**src/rtl/spi_pkg.sv**
```systemverilog
// Shared definitions for the SPI master transfer engine.
//   - spi_state_t     : transfer FSM states (IDLE, LEAD, XFER, TRAIL)
//   - SPPR/SPR fields : positions of the baud-rate fields inside SPIBR
//   - HALF_W          : width of the half-period counter (H ranges 1..1024)
//   - spi_half_period : decodes SPIBR into H = (SPPR+1) * 2^SPR clk cycles
package spi_pkg;

    typedef enum logic [1:0] {
        IDLE  = 2'd0,
        LEAD  = 2'd1,
        XFER  = 2'd2,
        TRAIL = 2'd3
    } spi_state_t;

    localparam int SPPR_MSB = 6;
    localparam int SPPR_LSB = 4;
    localparam int SPR_MSB  = 2;
    localparam int SPR_LSB  = 0;

    localparam int HALF_W = 11;

    // Bits 7 and 3 of SPIBR are reserved and do not affect the result.
    function automatic logic [HALF_W-1:0] spi_half_period(input logic [7:0] spibr);
        logic [HALF_W-1:0] sppr_p1;
        sppr_p1 = HALF_W'(spibr[SPPR_MSB:SPPR_LSB]) + HALF_W'(1);
        return sppr_p1 << spibr[SPR_MSB:SPR_LSB];
    endfunction

endpackage

```
**src/rtl/spi_sck_divider.sv**
```systemverilog
// Half-period timer for SCK generation.
// Ports:
//   clk, rst : clock and synchronous active-low reset
//   load     : capture a new half period (H) and restart the count
//   half     : half period in clk cycles, 1..1024
//   en       : count enable (asserted while a transfer is in progress)
//   tick     : one-cycle pulse every H enabled cycles, first one H cycles after load
module spi_sck_divider
    import spi_pkg::*;
(
    input  logic              clk,
    input  logic              rst,
    input  logic              load,
    input  logic [HALF_W-1:0] half,
    input  logic              en,
    output logic              tick
);

    logic [HALF_W-1:0] reload;
    logic [HALF_W-1:0] count;

    // NOTE: sequential state is written only with non-blocking assignments so
    // every register sees the values from before the clock edge.
    always_ff @(posedge clk) begin
        if (!rst) begin
            reload <= '0;
            count  <= '0;
        end else if (load) begin
            // Counting H-1 down to 0 spans exactly H cycles.
            reload <= half - HALF_W'(1);
            count  <= half - HALF_W'(1);
        end else if (en) begin
            if (count == '0) begin
                count <= reload;
            end else begin
                count <= count - 1'b1;
            end
        end
    end

    assign tick = en && (count == '0);

endmodule

```
**src/rtl/spi_master_shifter.sv**
```systemverilog
// SPI master transfer engine: one framed, full-duplex DATA_W-bit transfer
// per accepted start request.
// Ports:
//   clk, rst       : clock and synchronous active-low reset
//   spibr          : baud-rate register (SPPR in 6:4, SPR in 2:0)
//   cpol/cpha      : SCK idle level / clock phase
//   lsbfe          : 1 = LSB first, 0 = MSB first
//   start, tx_data : transfer request and word to send (latched on accept)
//   miso           : serial input
//   busy, done     : transfer in progress / one-cycle completion pulse
//   rx_data        : last received word, updated with done
//   sck, mosi, ss_n: SPI bus outputs
module spi_master_shifter
    import spi_pkg::*;
#(
    parameter int DATA_W = 8
) (
    input  logic              clk,
    input  logic              rst,
    input  logic [7:0]        spibr,
    input  logic              cpol,
    input  logic              cpha,
    input  logic              lsbfe,
    input  logic              start,
    input  logic [DATA_W-1:0] tx_data,
    input  logic              miso,
    output logic              busy,
    output logic              done,
    output logic [DATA_W-1:0] rx_data,
    output logic              sck,
    output logic              mosi,
    output logic              ss_n
);

    localparam int ECW = $clog2(2 * DATA_W + 1);
    localparam logic [ECW-1:0] LAST_EDGE = ECW'(2 * DATA_W);
    localparam logic [ECW-1:0] FIRST_EDGE = ECW'(1);

    spi_state_t        state;
    logic              cpha_q;
    logic              lsbfe_q;
    logic [DATA_W-1:0] tx_shift;
    logic [DATA_W-1:0] rx_shift;
    logic [ECW-1:0]    edge_cnt;
    logic              sample_pend;

    logic              accept;
    logic              tick;
    logic              div_en;
    logic [HALF_W-1:0] half_period;
    logic [ECW-1:0]    edge_k;
    logic              odd_edge;
    logic              do_sample;
    logic              do_shift;
    logic [DATA_W-1:0] tx_next;
    logic [DATA_W-1:0] rx_merged;

    function automatic logic first_bit(input logic [DATA_W-1:0] w, input logic lsb);
        return lsb ? w[0] : w[DATA_W-1];
    endfunction

    function automatic logic [DATA_W-1:0] shift_in(input logic [DATA_W-1:0] w,
                                                   input logic b, input logic lsb);
        return lsb ? {b, w[DATA_W-1:1]} : {w[DATA_W-2:0], b};
    endfunction

    assign accept      = (state == IDLE) && start;
    assign div_en      = (state != IDLE);
    assign half_period = spi_half_period(spibr);

    // Number of the SCK edge produced on the current tick.
    assign edge_k   = edge_cnt + 1'b1;
    assign odd_edge = edge_k[0];

    // CPHA=0: sample on odd edges, advance on even edges except the last.
    // CPHA=1: advance on odd edges (edge 1 re-drives the first bit), sample on even edges.
    assign do_sample = cpha_q ? !odd_edge : odd_edge;
    assign do_shift  = cpha_q ? (odd_edge && (edge_k != FIRST_EDGE))
                              : (!odd_edge && (edge_k != LAST_EDGE));
    assign tx_next   = lsbfe_q ? (tx_shift >> 1) : (tx_shift << 1);

    // miso is captured in the cycle the sampling edge is visible on sck, which
    // is one cycle after the tick that made it. With H=1 that capture lands on
    // the completion edge, so the finished word folds in the pending bit here.
    assign rx_merged = sample_pend ? shift_in(rx_shift, miso, lsbfe_q) : rx_shift;

    spi_sck_divider u_div (
        .clk  (clk),
        .rst  (rst),
        .load (accept),
        .half (half_period),
        .en   (div_en),
        .tick (tick)
    );

    always_ff @(posedge clk) begin
        if (!rst) begin
            state       <= IDLE;
            busy        <= 1'b0;
            done        <= 1'b0;
            rx_data     <= '0;
            sck         <= 1'b0;
            mosi        <= 1'b0;
            ss_n        <= 1'b1;
            cpha_q      <= 1'b0;
            lsbfe_q     <= 1'b0;
            tx_shift    <= '0;
            rx_shift    <= '0;
            edge_cnt    <= '0;
            sample_pend <= 1'b0;
        end else begin
            // NOTE: done defaults low every cycle so it can only pulse for one
            // cycle; later assignments in this block override the default.
            done <= 1'b0;

            if (sample_pend) begin
                rx_shift    <= shift_in(rx_shift, miso, lsbfe_q);
                sample_pend <= 1'b0;
            end

            case (state)
                IDLE: begin
                    sck <= cpol;
                    if (start) begin
                        state    <= LEAD;
                        busy     <= 1'b1;
                        ss_n     <= 1'b0;
                        cpha_q   <= cpha;
                        lsbfe_q  <= lsbfe;
                        tx_shift <= tx_data;
                        mosi     <= first_bit(tx_data, lsbfe);
                        rx_shift <= '0;
                        edge_cnt <= '0;
                    end
                end
                LEAD, XFER: begin
                    if (tick) begin
                        sck      <= ~sck;
                        edge_cnt <= edge_k;
                        if (do_sample) begin
                            sample_pend <= 1'b1;
                        end
                        if (do_shift) begin
                            tx_shift <= tx_next;
                            mosi     <= first_bit(tx_next, lsbfe_q);
                        end
                        state <= (edge_k == LAST_EDGE) ? TRAIL : XFER;
                    end
                end
                TRAIL: begin
                    if (tick) begin
                        state   <= IDLE;
                        busy    <= 1'b0;
                        ss_n    <= 1'b1;
                        done    <= 1'b1;
                        rx_data <= rx_merged;
                    end
                end
                default: state <= IDLE;
            endcase
        end
    end

endmodule

```
**config.mk**
```make
export PLATFORM = sky130hd
export DESIGN_NAME = spi_master_shifter
export DESIGN_NICKNAME = d
export VERILOG_FILES = /design/src/rtl/spi_pkg.sv /design/src/rtl/spi_sck_divider.sv /design/src/rtl/spi_master_shifter.sv
export SDC_FILE = /design/constraint.sdc
export NUM_CORES = 1
export LEC_CHECK = 0
export BUFFER_PORTS_ARGS = -buffer_cell sky130_fd_sc_hd__buf_2
export CORE_MARGIN = 2
export CORE_UTILIZATION = 50
export CTS_CLUSTER_DIAMETER = 100
export DETAILED_ROUTE_END_ITERATION = 6
export GPL_ROUTABILITY_DRIVEN = 0
export PLACE_DENSITY = 0.69
export SLEW_MARGIN = 20
export SYNTH_ARGS = -nofsm -noshare
export SYNTH_HDL_FRONTEND = slang
export SYNTH_SLANG_ARGS = --single-unit
export TNS_END_PERCENT = 30
```
**constraint.sdc**
```tcl
create_clock -name clk -period 2.3 [get_ports clk]
set_clock_uncertainty 0.05 [all_clocks]
set_input_delay 0 -clock clk [delete_from_list [all_inputs] [get_ports clk]]
set_output_delay 0 -clock clk [all_outputs]
set_load 0.005 [all_outputs]
```
# Word level (Yosys, flattened, before mapping)
# Cells that the tools add are included.
[totals]
regBits = 61
input_bits = 23
out_inout_bits = 13
wordCells = 90
[op_classes]
addsub = 4
n_eq_ne = 10
n_shift = 1
mux = 38
bitwise = 1
reduce_logical = 21
[op_table]
columns = ["op", "count"]
rows = [
  ["two-way mux 8 bit", 8],
  ["two-way mux 11 bit", 3],
  ["subtractor 11 x 1 -> 11 bit (second input constant)", 2],
  ["case mux 8 bit (2 select lines)", 1],
  ["two-way mux 1 bit", 15],
  ["AND reduction 3 bit", 4],
  ["zero test 11 bit", 1],
  ["<< shifter 4 x 3 -> 11 bit", 1],
  ["two-way mux 5 bit", 2],
  ["case mux 5 bit (2 select lines)", 1],
  ["inequality test 2 bit (second input constant)", 4],
  ["case mux 1 bit (2 select lines)", 4],
  ["AND reduction 2 bit", 4],
  ["nonzero test 2 bit", 4],
  ["two-way mux 2 bit", 3],
  ["case mux 2 bit (3 select lines)", 1],
  ["adder 5 x 1 -> 5 bit (second input constant)", 1],
  ["equality test 5 bit (second input constant)", 1],
  ["inequality test 5 x 1 -> 1 bit (second input constant)", 1],
  ["inequality test 5 bit (second input constant)", 1],
  ["adder 3 x 1 -> 4 bit (second input constant)", 1],
  ["equality test 2 bit (second input constant)", 2],
  ["logical AND 1 bit", 4],
  ["AND reduction 4 bit", 1],
  ["5 further kinds", 5],
]

# Depth between registers and ports, before layout
# Gate-level depths: netlist of the first run.
[logic_depth]
ltp_word = 7
depth_mapped = 11
ltp_nobuf = 10

# Hierarchy
# Synthesis of the first run repeated with hierarchy kept, for this count alone.
[hier_totals]
cells_unflattened = 450
hier_area_um2 = 3604.7
[by_module_without_submodules]
columns = ["module", "instances", "cells_per_inst", "area_each_um2", "seq_area_each_um2"]
rows = [
  ["spi_master_shifter", 1, 278, 2207.1, 780.7],
  ["spi_sck_divider", 1, 172, 1397.6, 440.4],
]

# Least setup slack after synthesis of the first run
# Ideal clock, no wire load.
[synth_path]
kind = "reg2reg"
start = "reg u_div.count[0]"
end = "reg u_div.count[5]"
setup_time_ns = 0.134
arrival_time_ns = 2.139
required_time_ns = 2.116
slack_ns = -0.022
stages_incl_launch_ff = 11
n_path_buf = 3
period_less_slack_ns = 2.322
path_cell_list = "dfxtp_1 > inv_1 > ha_1 > or4b_1 > buf_2 > or3_1 > clkbuf_1 > buf_2 > a21o_1 > a21oi_1 > o22ai_1"
[synth_via]
elab_chain_cells = 4
[synth_rtl]
columns = ["element", "line", "text"]
rows = [
  ["start, declared", "spi_sck_divider.sv:20", "logic [HALF_W-1:0] count;"],
  ["start signal, assigned", "spi_sck_divider.sv:31", "count <= half - HALF_W'(1);"],
  ["start signal, assigned", "spi_sck_divider.sv:34", "count <= reload;"],
  ["start signal, assigned", "spi_sck_divider.sv:36", "count <= count - 1'b1;"],
  ["subtractor 11 x 1 -> 11 bit or zero test 11 bit (tied branches)", "spi_sck_divider.sv:36, spi_sck_divider.sv:33", ""],
  ["two-way mux 11 bit *", "spi_sck_divider.sv:33", "if (count == '0) begin"],
  ["two-way mux 11 bit *", "spi_sck_divider.sv:32", "end else if (en) begin"],
  ["two-way mux 11 bit *", "spi_sck_divider.sv:28", "end else if (load) begin"],
]
# Every way passes the cells marked *; elsewhere a longest branch is shown, timed or not. The select of a mux whose other input is x is not followed.
# A chain may end at the register's enable or synchronous reset.

# Worst setup path after layout of the first run
[layout_path]
start = "reg u_div.count[8]"
end = "reg tx_shift[4]"
[layout_via]
elab_chain_cells = 4
[layout_rtl]
columns = ["element", "line", "text"]
rows = [
  ["zero test 11 bit", "spi_sck_divider.sv:41", "assign tick = en && (count == '0);"],
  ["logical AND 1 bit", "spi_sck_divider.sv:41", ""],
  ["inequality test 2 bit (no source line)", "n/a", ""],
  ["AND reduction 4 bit (no source line)", "n/a", ""],
  ["end signal, assigned", "spi_master_shifter.sv:130", "tx_shift <= tx_data;"],
  ["end signal, assigned", "spi_master_shifter.sv:144", "tx_shift <= tx_next;"],
  ["end, declared", "spi_master_shifter.sv:42", "logic [DATA_W-1:0] tx_shift;"],
]
# Every way passes these cells.

==> flow_metrics.tcl, run 1 <==
set metrics [dict create \
    cp.required_ns 2.55 \
    antenna_cells 0 \
    grt_pass1_vias 3115 \
    setup_viol_count_final 0 \
    antenna_found_initial 0 \
    synth_cells 484 \
    ys.flop_type "dfxtp_1" \
    finalHoldViolCount 0 \
    rsz0062_at_grt "no" \
    synth_xor_area_share_pct 3.144 \
    cts_sinks 61 \
    p_per_area_nw_per_um2 747.2 \
    cts-root-buf "clkbuf_8" \
    cts_tree "built" \
    synth_nets 514 \
    via_per_inst 5.756 \
    placed_cells 604 \
    ys_types 57 \
    die_x_um 89.10 \
    period_share_pct 93.69 \
    post_cts_buffers 0 \
    grt_first_pass_wirelength_mm 14.26 \
    cts-buffers-inserted 9 \
    worst-path-max-fanout 8 \
    fmaxAchievable_mhz 464.1 \
    vias 3638 \
    muxShareOfSynthArea_pct 5.252 \
    clkTransAtPathRegs_ns 0.08 \
    area_growth_pct 19.70 \
    worst-setup-path-type "flip-flop to flip-flop" \
    crit_path_start_kind "flip-flop" \
    p_leak_nw 1.705 \
    hold_class "input port to flip-flop" \
    async_flop_share_pct 0 \
    crit_chain "or3_1 -> nor4_4 -> a21oi_2 -> a31oi_4 -> buf_12 -> o2111ai_1 -> o21ai_1" \
    port_buffers 33 \
    yosys.area_share.simple_pct 24.64 \
    netlist_area_um2 3621 \
    drt_iter0_markers 229 \
    reg2reg_slack_ns 0.15 \
    synth_warnings 0 \
    synth_top_family_by_area "compound AO/OA/AOI/OAI gates" \
    synth-edff-count 0 \
    report.final.slew_viol_count 0 \
    clkLatencyLatePin_ns 0.36 \
    die-area_um2 7939 \
    grt-ovfl-total 0 \
    synth_compound_area_share_pct 24.71 \
    status "completed" \
    synthAdderAreaFrac_pct 2.419 \
    num_rows 31 \
    critPathMaxStageDelay_ns 0.53 \
    period_needed_ns 2.155 \
    grt_max_degree 36 \
    grt_usage_pct 23.00 \
    slew_headroom_pct 33.88 \
    core_um2 7137 \
    arrival_ns 2.40 \
    start_util_pct 50.74 \
    ant_nets 0 \
    avgSynthCellArea_um2 7.481 \
    fin_cells 632 \
    routed_wl_mm 8.806 \
    drtPass1Iterations 5 \
    drc_errors 0 \
    wl_per_cell_um 13.93 \
    ys_seq_area_share_pct 33.72 \
    worst_pin_slew_ns 0.9907 \
    dp_hpwl_mm 6.004 \
    cp_slowest_cell "or3_1" \
    nNetsFinal 558 \
    clockBufferDepth 2 \
    drive_gt1_share_pct 16.70 \
    ir_drop_v 0.0003273 \
    ios 36 \
    pre_cts_ws_ns -0.02569 \
    die_h_um 89.10 \
    crit_path_end_kind "flip-flop" \
    synth-seq-cells 61 \
    cts_max_level 3 \
    setup_ws_ns 0.1452 \
    cap_violations 0 \
]
layout make-up:
class,count,area (um^2)
sequential,61,1221
tap,99,123.9
fill,705,2803
clock inverter,6,45.04
timing repair buffer,71,524.3
inverter,19,71.32
multi-input combinational,366,2211
clock buffer,10,137.6
cells by family (layout without fill, tap and decap cells):
group	after synthesis	in the layout
compound gates	138	138
xor+xnor	13	13
fa+ha+maj	7	7
buf+inv	57	106
flops	61	61
mux	19	19
simple gates	189	189
routing by layer:
metal | vias up | wire [um] | GRT usage (%)
li1 | 1823 | - | -
met1 | 1700 | 3980 | 29.11
met2 | 98 | 4238 | 38.65
met3 | 17 | 403 | 4.524
met4 | 0 | 184 | 8.820
met5 | - | 0 | 0
timing repair:
item	4_1_cts	5_1_grt
endpoints found under the setup margin	8	23
gates resized for setup	2	8
endpoints found under the hold margin	17	0
hold buffers	11	0
gates cloned	0	1
pin swaps	0	4
report_power, final:
part / switching, mW / internal, mW / leakage (nW)
sequential: 0.0842 / 1.16 / 0.498
clock: 0.469 / 0.429 / 0.0974
combinational: 0.615 / 0.476 / 1.11
cells in the final DEF, fill, tap and decap left out, drive strengths merged, types with 3 or more instances in the layout:
| master | instances |
|---|---|
| a21oi | 39 |
| dlygate4sd3 | 11 |
| o31ai | 4 |
| a31oi | 5 |
| or3 | 8 |
| o21ai | 40 |
| nand3 | 15 |
| buf | 59 |
| o221ai | 4 |
| dfxtp | 61 |
| nor3 | 7 |
| o2111ai | 6 |
| a311oi | 3 |
| a211oi | 9 |
| o22ai | 3 |
| mux2i | 19 |
| nor4 | 4 |
| nand2 | 53 |
| inv | 22 |
| ha | 7 |
| nand4 | 3 |
| nor2 | 69 |
| xnor2 | 12 |
| nor2b | 6 |
| nand2b | 7 |
| clkinv | 3 |
| clkbuf | 11 |
| and2 | 4 |
worst max-delay path: cells and delay by family, from the launching register on:
kind	cells	cell delay (ns)
flops	1	0.36
simple gates	2	0.88
compound gates	4	0.64
buf+inv	1	0.17
flip-flops by register name, indices dropped and copies added, names as in the netlist:
register / count
rx_shift: 8
sck: 1
edge_cnt: 5
rx_data: 8
ss_n: 1
done: 1
sample_pend: 1
lsbfe_q: 1
cpha_q: 1
tx_shift: 8
u_div.reload: 11
state: 2
u_div.count: 11
mosi: 1
busy: 1
Yosys cell counts, types with 6 or more instances:
cell type   n  area (um^2)
a21oi_1    39        195.2
dfxtp_1    61         1221
nor2_1     69        259.0
xnor2_1    12        105.1
nand2_1    53        198.9
mux2i_1    19        190.2
inv_1      19        71.32
nor2b_1     6        37.54
o2111ai_1   6        52.55
nand2b_1    7        43.79
or3_1       8        50.05
nand3_1    15        75.07
clkbuf_1   33        123.9
o21ai_0    40        200.2
ha_1        7        87.58
a211oi_1    9        67.56
nor3_1      7        35.03
per-stage QoR:
step | util (%) | hold WS (ns) | TNS, ns | area (um^2) | total power, mW
4_1_cts | 59.99 | 0.01312 | 0 | 4282 | 3.205
2_1_floorplan | - | 0.08598 | -0.008314 | 3625 | 1.990
3_3_place_gp | 55.77 | 0.2064 | 0 | 3980 | 2.260
6_report | 60.73 | 0.02481 | 0 | 4334 | 3.238
5_1_grt | 60.73 | 0.05890 | 0 | 4334 | 3.433
3_5_place_dp | 55.77 | 0.2167 | -0.08362 | 3980 | 2.278
path summary, 6_finish.rpt:
| check | startpoint | end | depth (start not counted) |
|---|---|---|---|
| setup / recovery | u_div.count[8] | tx_shift[4] | 7 |
| hold reg to reg | u_div.reload[7] | u_div.reload[7] | 2 |
| hold / removal | start | u_div.count[3] | 3 |
| setup reg to reg | u_div.count[8] | tx_shift[4] | 7 |
Note: power is estimated with default switching activity, not from simulation.
==> run 2, diff against run 1 <==
--- a/config.mk
+++ b/config.mk
@@ -6,12 +6,13 @@
 export NUM_CORES = 1
 export LEC_CHECK = 0
 export BUFFER_PORTS_ARGS = -buffer_cell sky130_fd_sc_hd__buf_2
+export CORE_ASPECT_RATIO = 0.7
 export CORE_MARGIN = 2
-export CORE_UTILIZATION = 50
+export CORE_UTILIZATION = 45
 export CTS_CLUSTER_DIAMETER = 100
 export DETAILED_ROUTE_END_ITERATION = 6
 export GPL_ROUTABILITY_DRIVEN = 0
-export PLACE_DENSITY = 0.69
+export PLACE_DENSITY = 0.63
 export SLEW_MARGIN = 20
 export SYNTH_ARGS = -nofsm -noshare
 export SYNTH_HDL_FRONTEND = slang
==> run 2 against run 1 <==
Net effect:
- die area rose by 11%
- utilization fell by 3.6 points
- critical path type unchanged
- register-to-register slack got worse by 0.12 ns
- worst hold slack got worse by 0.0011 ns
==> flow_metrics.tcl, run 2 (synthesis gave the netlist of run 1 again) <==
set metrics [dict create \
    status "completed" \
    antenna_found_initial 0 \
    die-area_um2 8792 \
    final_cell_mix "69 x nor2_1, 61 x dfxtp_1, 53 x nand2_1" \
    ios 36 \
    clockBufferDepth 2 \
    hold_class "input port to flip-flop" \
    clkTransAtPathRegs_ns 0.05 \
    reg_top3 "u_div.count x11, u_div.reload x11" \
    ir_drop_v 0.0004764 \
    p_per_area_nw_per_um2 819.3 \
    post_dp_cell_area_um2 4058 \
    cts_tree "built" \
    nFillCells 726 \
    cp.required_ns 2.48 \
    drtPass1Iterations 5 \
    grt_first_pass_wirelength_mm 15.93 \
    grt_usage_pct 22.52 \
    crit_path_end_kind "flip-flop" \
    routed_wl_mm 9.517 \
    wl_per_cell_um 14.85 \
    period_needed_ns 2.271 \
    multi_input_area_um2 2201 \
    mostFrequentLayoutCell "nor2_1" \
    area_growth_pct 23.70 \
    fmaxAchievable_mhz 440.4 \
    cap_violations 0 \
    via_per_inst 5.711 \
    die_x_um 111.2 \
    pre_cts_ws_ns -0.05313 \
    core_um2 7838 \
    clkLatencyLatePin_ns 0.33 \
    cts-buffers-inserted 9 \
    setup_ws_ns 0.02933 \
    worst_pin_slew_ns 0.6310 \
    finalSetupTns_ns 0 \
    setup_viol_count_final 0 \
    slew_headroom_pct 57.89 \
    worst-path-max-fanout 6 \
    die_h_um 79.05 \
    num_rows 27 \
    cts_max_level 3 \
    start_util_pct 46.20 \
    nNetsFinal 566 \
    regArea_um2 1221 \
    drt_iter0_markers 284 \
    drc_errors 0 \
    drive_gt1_share_pct 17.41 \
    finalHoldViolCount 0 \
    cts_sinks 61 \
    grt-ovfl-total 0 \
    arrival_ns 2.45 \
    period_share_pct 98.72 \
    p_leak_nw 1.790 \
    antenna_cells 0 \
    report.final.slew_viol_count 0 \
    design_area_um2 4479 \
    vias 3661 \
    dp_hpwl_mm 6.768 \
    ant_nets 0 \
    port_buffers 33 \
    worst-setup-path-type "flip-flop to flip-flop" \
    grt_max_degree 35 \
    crit_path_start_kind "flip-flop" \
    total_power_mw 3.670 \
    grt_pass1_vias 3222 \
    cts-root-buf "clkbuf_16" \
]
==> run 2: changes by cell type in the layout (fill, tap and decap cells not counted), sizes merged <==
cell | before | now
dlygate4sd3 | 11 | 9
buf | 59 | 70
clkbuf | 11 | 15
inv | 22 | 19
clkinv | 3 | 0
==> run 2: final timing paths <==
path / startpoint / end / slack [ns] / cells past startpoint
max: u_div.count[0] / sck / 0.03 / 6
min: start / u_div.count[3] / 0.02 / 3
max reg2reg: u_div.count[0] / sck / 0.03 / 6
min reg2reg: u_div.reload[7] / u_div.reload[7] / 0.41 / 2
==> run 2: cell type report <==
cell class	count	share of cell area [%]
Timing Repair Buffer	79	12.54
Tap cell	101	2.821
Sequential cell	61	27.26
Multi-Input combinational cell	366	49.13
Clock buffer	15	6.648
Inverter	19	1.592
==> run 2: report_power, final <==
group | internal, mW | switching (mW) | leakage (nW)
Combinational | 0.483 | 0.630 | 1.14
Sequential | 1.17 | 0.0859 | 0.498
Clock | 0.869 | 0.434 | 0.148
Total | 2.52 | 1.15 | 1.79
==> run 2: routing by layer <==
layer / vias up / share of wire (%) / GRT usage, %
met5: - / 0 / 0
met4: 0 / 0.58 / 6.296
met3: 6 / 8.0 / 7.176
met2: 140 / 41 / 30.61
met1: 1683 / 51 / 33.71
li1: 1832 / - / -
==> run 2: critical path, cell delays in order, from the launching register on <==
cell and delay (ns):
dfxtp_1 0.31, inv_1 0.05, ha_1 0.15, or4b_4 0.51, or3_4 0.46, or3_1 0.36, a311oi_2 0.29
==> run 2: what timing repair did <==
item                                   CTS  global route
setup endpoints to repair                4            22
endpoints found under the hold margin    9             0
setup buffers                            0             1
resized for setup                        2             3
hold buffers                             9             0
pin swaps                                0             1
==> run 2: per-stage QoR <==
step | hold WS (ns) | utilization, % | instances
after floorplan | 0.08598 | - | 484
after global routing | 0.03787 | 57.15 | 641
after CTS | 0.01457 | 56.83 | 640
final | 0.02367 | 57.15 | 641
after detailed placement | 0.1986 | 51.77 | 616
after global placement | 0.1939 | 51.77 | 616
